**config.mk**
```make
export PLATFORM = sky130hd
export DESIGN_NAME = reg_dump_display
export DESIGN_NICKNAME = d
export VERILOG_FILES = /design/src/rtl/reg_dump_display.sv
export SDC_FILE = /design/constraint.sdc
export NUM_CORES = 1
export LEC_CHECK = 0
export BUFFER_PORTS_ARGS = -buffer_cell sky130_fd_sc_hd__clkbuf_2
export CORE_MARGIN = 8
export CORE_UTILIZATION = 36
export DETAILED_ROUTE_END_ITERATION = 10
export PLACE_DENSITY = 0.54
export SLEW_MARGIN = 20
export SYNTH_ARGS = -nofsm -noshare
export SYNTH_HDL_FRONTEND = slang
export SYNTH_SLANG_ARGS = --single-unit
```
**constraint.sdc**
```tcl
create_clock -name clk -period 1.8 [get_ports clk]
set_input_delay 0.36 -clock clk [delete_from_list [all_inputs] [get_ports clk]]
set_output_delay 0.36 -clock clk [all_outputs]
set_load 0.02 [all_outputs]
```
**src/rtl/reg_dump_display.sv**
```systemverilog
// Register-file dump sequencer: reads each register in turn and shows its
// 16-bit value and index on five active-low seven-segment digits.
module reg_dump_display #(
    parameter int NUM_REGS     = 16,
    parameter int DWELL_CYCLES = 4
) (
    input  logic        clk,
    input  logic        rst,
    input  logic        start,
    input  logic        step,
    input  logic        auto_mode,
    input  logic [15:0] rd_data,
    output logic [3:0]  rd_addr,
    output logic        rd_en,
    output logic [0:6]  hex0,
    output logic [0:6]  hex1,
    output logic [0:6]  hex2,
    output logic [0:6]  hex3,
    output logic [0:6]  hex_idx,
    output logic        busy,
    output logic        done
);

    // state   | meaning
    // IDLE    | waiting for start, digits blank after reset
    // READ    | rd_en high for one cycle at the current index
    // CAPTURE | rd_data valid, latched into the digits at exit
    // SHOW    | holding the digits until dwell expiry or a step edge
    // DONE    | last register shown, start restarts the scan
    typedef enum logic [2:0] {
        S_IDLE,
        S_READ,
        S_CAPTURE,
        S_SHOW,
        S_DONE
    } state_t;

    localparam logic [3:0]  LAST_IDX   = 4'(NUM_REGS - 1);
    localparam logic [15:0] DWELL_LOAD = 16'(DWELL_CYCLES - 1);
    localparam logic [0:6]  SEG_BLANK  = 7'b1111111;

    state_t      r_state;
    state_t      w_next;
    logic [3:0]  r_index;
    logic [15:0] r_dwell;
    logic        r_step_prev;
    logic [0:6]  r_hex0;
    logic [0:6]  r_hex1;
    logic [0:6]  r_hex2;
    logic [0:6]  r_hex3;
    logic [0:6]  r_hex_idx;
    logic        w_step_edge;
    logic        w_advance;
    logic        w_last;

    function automatic logic [0:6] seg7(input logic [3:0] n);
        case (n)
            4'h0: seg7 = 7'b0000001;
            4'h1: seg7 = 7'b1001111;
            4'h2: seg7 = 7'b0010010;
            4'h3: seg7 = 7'b0000110;
            4'h4: seg7 = 7'b1001100;
            4'h5: seg7 = 7'b0100100;
            4'h6: seg7 = 7'b0100000;
            4'h7: seg7 = 7'b0001111;
            4'h8: seg7 = 7'b0000000;
            4'h9: seg7 = 7'b0000100;
            4'hA: seg7 = 7'b0001000;
            4'hB: seg7 = 7'b1100000;
            4'hC: seg7 = 7'b0110001;
            4'hD: seg7 = 7'b1000010;
            4'hE: seg7 = 7'b0110000;
            default: seg7 = 7'b0111000;
        endcase
    endfunction

    // A step already high when SHOW is entered leaves r_step_prev set, so no edge.
    assign w_step_edge = step & ~r_step_prev;
    assign w_last      = (r_index == LAST_IDX);
    assign w_advance   = (r_state == S_SHOW) &&
                         (auto_mode ? (r_dwell == 16'd0) : w_step_edge);

    always_ff @(posedge clk) begin
        if (rst) begin
            r_state     <= S_IDLE;
            r_index     <= 4'd0;
            r_dwell     <= 16'd0;
            r_step_prev <= 1'b0;
            r_hex0      <= SEG_BLANK;
            r_hex1      <= SEG_BLANK;
            r_hex2      <= SEG_BLANK;
            r_hex3      <= SEG_BLANK;
            r_hex_idx   <= SEG_BLANK;
        end else begin
            r_state     <= w_next;
            r_step_prev <= step;
            case (r_state)
                S_IDLE, S_DONE: begin
                    if (start) r_index <= 4'd0;
                end
                S_CAPTURE: begin
                    r_hex0    <= seg7(rd_data[3:0]);
                    r_hex1    <= seg7(rd_data[7:4]);
                    r_hex2    <= seg7(rd_data[11:8]);
                    r_hex3    <= seg7(rd_data[15:12]);
                    r_hex_idx <= seg7(r_index);
                    r_dwell   <= DWELL_LOAD;
                end
                S_SHOW: begin
                    if (r_dwell != 16'd0) r_dwell <= r_dwell - 16'd1;
                    if (w_advance && !w_last) r_index <= r_index + 4'd1;
                end
                default: ;
            endcase
        end
    end

    always_comb begin
        w_next = r_state;
        case (r_state)
            S_IDLE:    if (start) w_next = S_READ;
            S_READ:    w_next = S_CAPTURE;
            S_CAPTURE: w_next = S_SHOW;
            S_SHOW:    if (w_advance) w_next = w_last ? S_DONE : S_READ;
            S_DONE:    if (start) w_next = S_READ;
            default:   w_next = S_IDLE;
        endcase
    end

    always_comb begin
        rd_en   = 1'b0;
        rd_addr = 4'd0;
        busy    = 1'b0;
        done    = 1'b0;
        case (r_state)
            S_READ: begin
                rd_en   = 1'b1;
                rd_addr = r_index;
                busy    = 1'b1;
            end
            S_CAPTURE, S_SHOW: busy = 1'b1;
            S_DONE:            done = 1'b1;
            default: ;
        endcase
    end

    assign hex0    = r_hex0;
    assign hex1    = r_hex1;
    assign hex2    = r_hex2;
    assign hex3    = r_hex3;
    assign hex_idx = r_hex_idx;

endmodule

```
==> results.json, run 1 <==
{
  "crit_path_end_kind": "register",
  "cts_tree": "yes",
  "finalInstanceArea_sq_um": 4680,
  "synth_flop_cell": "dfxtp_1",
  "crit_type": "register to register",
  "p_per_area_nw_per_um2": 832,
  "ctsHoldBuffers": 0,
  "setup_viol": 9,
  "yosysWarnings": 0,
  "synth-seq-cells": 59,
  "p_leak_nw": 2.00,
  "grt_pass1_vias": 3380,
  "ant_nets": 0,
  "drt-pass1-iter-count": 4,
  "coreArea_sq_um": 10200,
  "synthSimpleGateAreaFrac_pct": 23.6,
  "violations": "negative setup slack",
  "drive_above_1_share_pct": 29.2,
  "r2r_start": "r_dwell[7]",
  "hold_viol": 0,
  "antenna_found_initial": 0,
  "placed_cell_area_sq_um": 4350,
  "ys_async_sr_fraction_pct": 0,
  "hpwl_um": 6990,
  "crit_required_ns": 2.02,
  "hold_path_class": "input port to register",
  "r2r_setup_slack_ns": -0.04,
  "nets": 579,
  "cts_made_buffers": 9,
  "report.final.slew_viol_count": 0,
  "fin_worst_skew_ns": 0.0116,
  "status": "complete, but fails checks",
  "slew_headroom_pct": 62.3,
  "slowest_delay_ns": 0.55,
  "clk_latency_ns": 0.34,
  "die_w_um": 118,
  "critPathLaunchType": "register",
  "clkTransAtPathRegs_ns": 0.07,
  "io_pins": 63,
  "avgSynthCellArea_sq_um": 8.30,
  "cts-root-buf": "clkbuf_8",
  "drt-total-wl_um": 9470,
  "drtIter0Drc": 127,
  "crit_path_cell_trace": "or4_4 -> or3_2 -> o21ai_1 -> xor2_1 -> nor2_1",
  "rsz0062_at_grt": "yes",
  "worst_slack_ns": -0.0413,
  "worstHoldPathCells": 2,
  "wl_met2_um": 4420,
  "overflow": 0,
  "cp.arrival_ns": 2.06,
  "path_delay_family": "simple AND/OR/NAND/NOR gates",
  "syn_area_sq_um": 3730,
  "drv_cap": 0,
  "holdPathEnd": "r_step_prev",
  "dieArea_sq_um": 13900,
  "port-buffer-count": 62,
  "diodes": 0,
  "synth_compound_gate_area_share_pct": 18.2,
  "critPathBufInv": 0,
  "route.met3.wl_um": 461,
  "min_from": "step",
  "start_util_pct": 36.7,
  "grt.total_usage_pct": 13.6,
  "fin_crit_ns": 1.84,
  "finalCritPeriodShare_pct": 102,
  "r2r-end": "r_dwell[3]",
  "grt_pass1_wl_um": 16000,
  "synthMuxAreaShare_pct": 8.07,
  "irDropWorstVdd_uv": 344,
  "clk_path_buf_depth": 2,
  "synthCells": 450,
  "reg2regPathDepth": 5,
  "gp_congestion": 0.847,
  "synth-xor-area-share_pct": 3.05,
  "final_cell_mix": "nor2_1, clkbuf_2, dfxtp_1",
  "htree_levels": 3,
  "wl_met1_um": 4450,
  "cp_max_fo": 4,
  "yosysSeqAreaShare_pct": 31.6,
  "syn-num-nets": 502,
  "synth_top_family_by_area": "simple AND/OR/NAND/NOR gates",
  "drcViolationCount": 0,
  "yosys.cell_types.count": 47,
  "slowest_stage": "or4_4",
  "tightestPinTransition_ns": 0.566,
  "clock-sinks": 59,
  "grt_max_degree": 27,
  "worstSetupStartpoint": "r_dwell[7]",
  "synthAdderAreaFrac_pct": 10.4,
  "top_layer_used": "met4",
  "finish.utilization_pct": 45.9,
  "via_per_inst": 5.18,
  "num_rows": 37,
  "fin_setup_tns_ns": -0.266,
  "die_h_um": 118,
  "pre_cts_slack_ns": -0.216,
  "synth-edff-count": 0,
  "max_freq_ghz": 0.543,
  "wl_per_cell_um": 14.2,
  "holdWs_ns": 0.282,
  "area_growth_pct": 25.3,
  "vias": 3454
}
## Yosys cell counts (all sizes together) (4+ instances only)
cell type / count / share of area (%)
nor4: 7 / 1.2
mux4: 5 / 3.0
nand3b: 11 / 2.2
inv: 18 / 1.8
mux2: 7 / 2.1
mux2i: 11 / 2.9
a22oi: 4 / 0.80
nand2b: 12 / 2.0
dfxtp: 59 / 32
nand3: 7 / 0.94
xor2: 13 / 3.0
o21ai: 12 / 1.7
nand2: 40 / 4.0
a211o: 32 / 7.5
nor2: 62 / 6.2
buf: 6 / 0.84
ha: 31 / 10
nor3: 13 / 1.7
a32oi: 6 / 1.4
o211ai: 4 / 0.80
clkbuf: 25 / 2.5
a21oi: 30 / 4.0
## state kept, by name, indices dropped and copies added, names as in the netlist, 3 cells and up
name	flops
hex2	7
hex1	7
hex3	7
r_state	3
r_index	4
hex_idx	7
r_dwell	16
hex0	7
## routing by layer
layer | global-route usage (%) | vias up
met4 | 4.80 | 0
li1 | - | 1753
met3 | 4.12 | 12
met5 | 0 | -
met1 | 16.6 | 1624
met2 | 22.3 | 65
## worst max-delay path by stage
stage,to,cells after the start,slack (ns)
after CTS,r_dwell[15],7,-0.04
final,r_dwell[3],5,-0.04
after global placement,r_index[1],5,-0.14
after global routing,r_dwell[15],7,-0.15
after floorplan,r_index[2],5,-0.02
after detailed placement,r_index[1],5,-0.22
## kinds of logic (layout without fill, tap and decap cells)
family | after synthesis | in the layout
and+or+nand+nor | 178 | 178
AOI/OAI and AO/OA | 97 | 97
xor gates and xnor gates | 13 | 13
DFF | 59 | 59
adders and majority gates | 31 | 31
muxes | 23 | 23
buffers and inverters | 49 | 130
## worst register-to-register path, stage by stage (launching register included)
cell and delay, ns:
dfxtp_1 0.31, or4_4 0.55, or3_2 0.49, o21ai_1 0.17, xor2_1 0.16, nor2_1 0.05
## stage by stage
step / power (W) / instances
floorplan: 0.00235 / 450
CTS: 0.00385 / 665
global placement: 0.00271 / 647
detailed placement: 0.00273 / 647
finish: 0.00389 / 667
global route: 0.00416 / 667
## timing repair
action                                 4_1_cts  5_1_grt
pin swaps                                    1        4
endpoints found under the hold margin        0        0
resized for setup                           16       21
gates cloned                                 0        0
setup endpoints to repair                   24       24
buffers inserted                             3        2
## final cells by class
type                            instances  area [sq um]
Fill cell                            1031          5510
Clock buffer                           12           145
Tap cell                              136           170
Multi-Input combinational cell        342          2490
Timing Repair Buffer                   97           604
Sequential cell                        59          1180
Clock inverter                          3          15.0
Inverter                               18          67.6
## power breakdown
| part | switching, W | total (W) | internal (W) |
|---|---|---|---|
| logic | 0.000762 | 0.00134 | 0.000575 |
| registers | 0.0000926 | 0.00152 | 0.00143 |
| clock network | 0.000511 | 0.00103 | 0.000523 |
| total | 0.00137 | 0.00389 | 0.00253 |
Note: power is estimated with default switching activity, not from simulation.
==> run 2: changes to the inputs <==
- ABC_AREA: not set -> 1
- BUFFER_PORTS_ARGS: -buffer_cell sky130_fd_sc_hd__clkbuf_2 -> not set
- DONT_BUFFER_PORTS: not set -> 1
- PLACE_DENSITY: 0.54 -> 0.49
==> run 2 against run 1 <==
The flow now finishes without violations. Clock skew down 0.0058 ns. Worst setup slack better by 0.14 ns. Cell area down 12%. Total power up 29%. Synthesized cell count up 22%. Via count down 1.0%. Sequential power up 28%. Synthesized area down 0.74%. Largest cell class unchanged.
==> results.json, run 2 <==
{
  "ant_nets": 0,
  "dieArea_sq_um": 13800,
  "drcViolationCount": 0,
  "cp_max_fo": 4,
  "largest-register": "r_dwell",
  "top_usage_layer": "met2",
  "antenna_found_initial": 0,
  "fin_setup_tns_ns": 0,
  "tightestPinTransition_ns": 0.429,
  "cp.arrival_ns": 1.34,
  "grt_util_met3_pct": 5.90,
  "min_from": "rst",
  "ys_async_sr_fraction_pct": 0,
  "grt_max_degree": 23,
  "cts_made_buffers": 9,
  "io_pins": 63,
  "setup_viol": 0,
  "fin_worst_skew_ns": 0.00571,
  "hold_viol": 0,
  "hpwl_um": 7250,
  "yosysWarnings": 0,
  "grt_use_met1_pct": 16.8,
  "syn_area_sq_um": 3710,
  "synthCells": 549,
  "synth_flop_cell": "dfxtp_1",
  "largest_register_ffs": 16,
  "vias": 3418,
  "drv_cap": 0,
  "worstHoldPathCells": 1,
  "grt_pass1_wl_um": 16300,
  "clk_path_buf_depth": 2,
  "r2r_setup_slack_ns": 0.22,
  "grt.total_usage_pct": 14.3,
  "critPathLaunchType": "register",
  "via_per_inst": 4.88,
  "holdPathEnd": "r_dwell[6]",
  "clkTransAtPathRegs_ns": 0.06,
  "status": "finished clean",
  "diodes": 0,
  "synth-seq-cells": 59,
  "r2r_start": "r_dwell[0]",
  "num_rows": 37,
  "synth_area_leaders": "dfxtp_1, nor2_1, ha_1",
  "area_growth_pct": 10.7,
  "yosysSeqAreaShare_pct": 31.9,
  "crit_type": "register to output port",
  "synth_most_common_cell": "nor2_1",
  "syn-num-nets": 601,
  "drtIter0Drc": 146,
  "nets": 611,
  "avgSynthCellArea_sq_um": 6.75,
  "cts-root-buf": "clkbuf_8",
  "use_met2_pct": 22.8,
  "grt_pass1_vias": 3359,
  "htree_levels": 3,
  "overflow": 0,
  "crit_path_end_kind": "output port",
  "irDropWorstVdd_uv": 498,
  "fin_crit_ns": 1.70,
  "cts_tree": "yes",
  "yosys-top-cells-count": "nor2_1, nand2_1, dfxtp_1",
  "finalCritPeriodShare_pct": 94.6,
  "rsz0062_at_grt": "yes",
  "max_freq_ghz": 0.587,
  "drt-pass1-iter-count": 4,
  "yosys.area.top_type": "dfxtp_1",
  "reg2regPathDepth": 9,
  "slew_headroom_pct": 71.3,
  "clk_latency_ns": 0.35,
  "gp_congestion": 0.840,
  "yosys.cell_types.count": 34,
  "die_w_um": 117,
  "postCtsSetupBuffers": 0,
  "clock-sinks": 59,
  "synth-edff-count": 0,
  "port-buffer-count": 0,
  "final_cell_mix": "nor2_1, nand2_1, dfxtp_1",
  "hold_path_class": "input port to register",
  "p_per_area_nw_per_um2": 1220,
  "coreArea_sq_um": 10200,
  "n_fill_cell": 1130,
  "report.final.slew_viol_count": 0,
  "total_power_w": 0.00501,
  "drive_above_1_share_pct": 11.2,
  "crit_required_ns": 1.44,
  "start_util_pct": 36.4,
  "die_h_um": 117,
  "r2r-end": "r_index[3]",
  "p_leak_nw": 1.84,
  "netlist.area_leader.share_pct": 31.9,
  "drt-total-wl_um": 9580,
  "layout_commonest_cell": "nor2_1",
  "wl_per_cell_um": 13.7
}
[run 2: cell count changes in the layout (fill, tap and decap cells not counted), sizes merged, moves of 32 or more]
cell	delta
o21ai	+33
nand2	+64
a211o	-32
clkbuf	-63
inv	+42
nor2	+51
[run 2: layout make-up]
| type | instances | area (sq um) | area share (%) |
|---|---|---|---|
| multi-input cells | 409 | 2180 | 53.2 |
| flip-flops and latches | 59 | 1180 | 28.8 |
| inverters | 64 | 241 | 5.88 |
| well taps | 136 | 170 | 4.15 |
| clock buffers | 10 | 128 | 3.11 |
| repair buffers | 16 | 120 | 2.93 |
| clock inverters | 6 | 80.1 | 1.95 |
[run 2: worst max path at each step]
stage                from     endpoint  cells past startpoint
2_1_floorplan  r_state[0]   rd_addr[0]                      4
3_3_place_gp   r_dwell[0]  r_dwell[11]                     10
3_5_place_dp   r_dwell[0]  r_dwell[11]                     10
4_1_cts        r_index[2]   rd_addr[2]                      3
5_1_grt        r_state[0]   rd_addr[1]                      5
6_report       r_state[0]         busy                      4
[run 2: power by group]
part / switching (W) / total [W] / internal [W] / leakage [nW]
Combinational: 0.00114 / 0.00176 / 0.000619 / 1.25
Sequential: 0.000397 / 0.00194 / 0.00155 / 0.483
Clock: 0.000533 / 0.00130 / 0.000769 / 0.110
[run 2: timing repair]
action / 4_1_cts / 5_1_grt
gates resized for setup: 2 / 3
hold buffers: 0 / 0
endpoints found under the setup margin: 3 / 9
[run 2: stage by stage]
| stage | setup WS [ns] | utilization [%] | instances | hold slack [ns] | area (sq um) |
|---|---|---|---|---|---|
| 6_report | 0.0974 | 40.3 | 700 | 0.0728 | 4110 |
| 2_1_floorplan | 0.181 | - | 549 | 0.445 | 3710 |
| 4_1_cts | 0.0596 | 40.2 | 700 | 0.0534 | 4100 |
| 3_3_place_gp | 0.225 | 38.2 | 684 | 0.429 | 3890 |
| 5_1_grt | -0.0117 | 40.3 | 700 | 0.0559 | 4110 |
| 3_5_place_dp | 0.192 | 38.2 | 684 | 0.432 | 3890 |
[run 2: per-layer routing]
metal / vias up / part of all wire, %
met5: - / 0
met4: 0 / 1.5
met3: 10 / 8.4
met2: 71 / 45
met1: 1543 / 45
li1: 1794 / -
[run 2: logic make-up after synthesis]
family,Yosys count,share of synthesized area [%]
xor+xnor,5,1.18
compound gates,117,17.3
simple gates,256,29.7
buf+inv,81,9.55
fa+ha+maj,31,10.5
flops,59,31.9
[run 2: worst max-delay path, cell delays in order (launching register included)]
cell     delay, ns
dfxtp_2       0.38
inv_2         0.07
nand2_1       0.14
inv_1         0.08
nor2_1        0.32
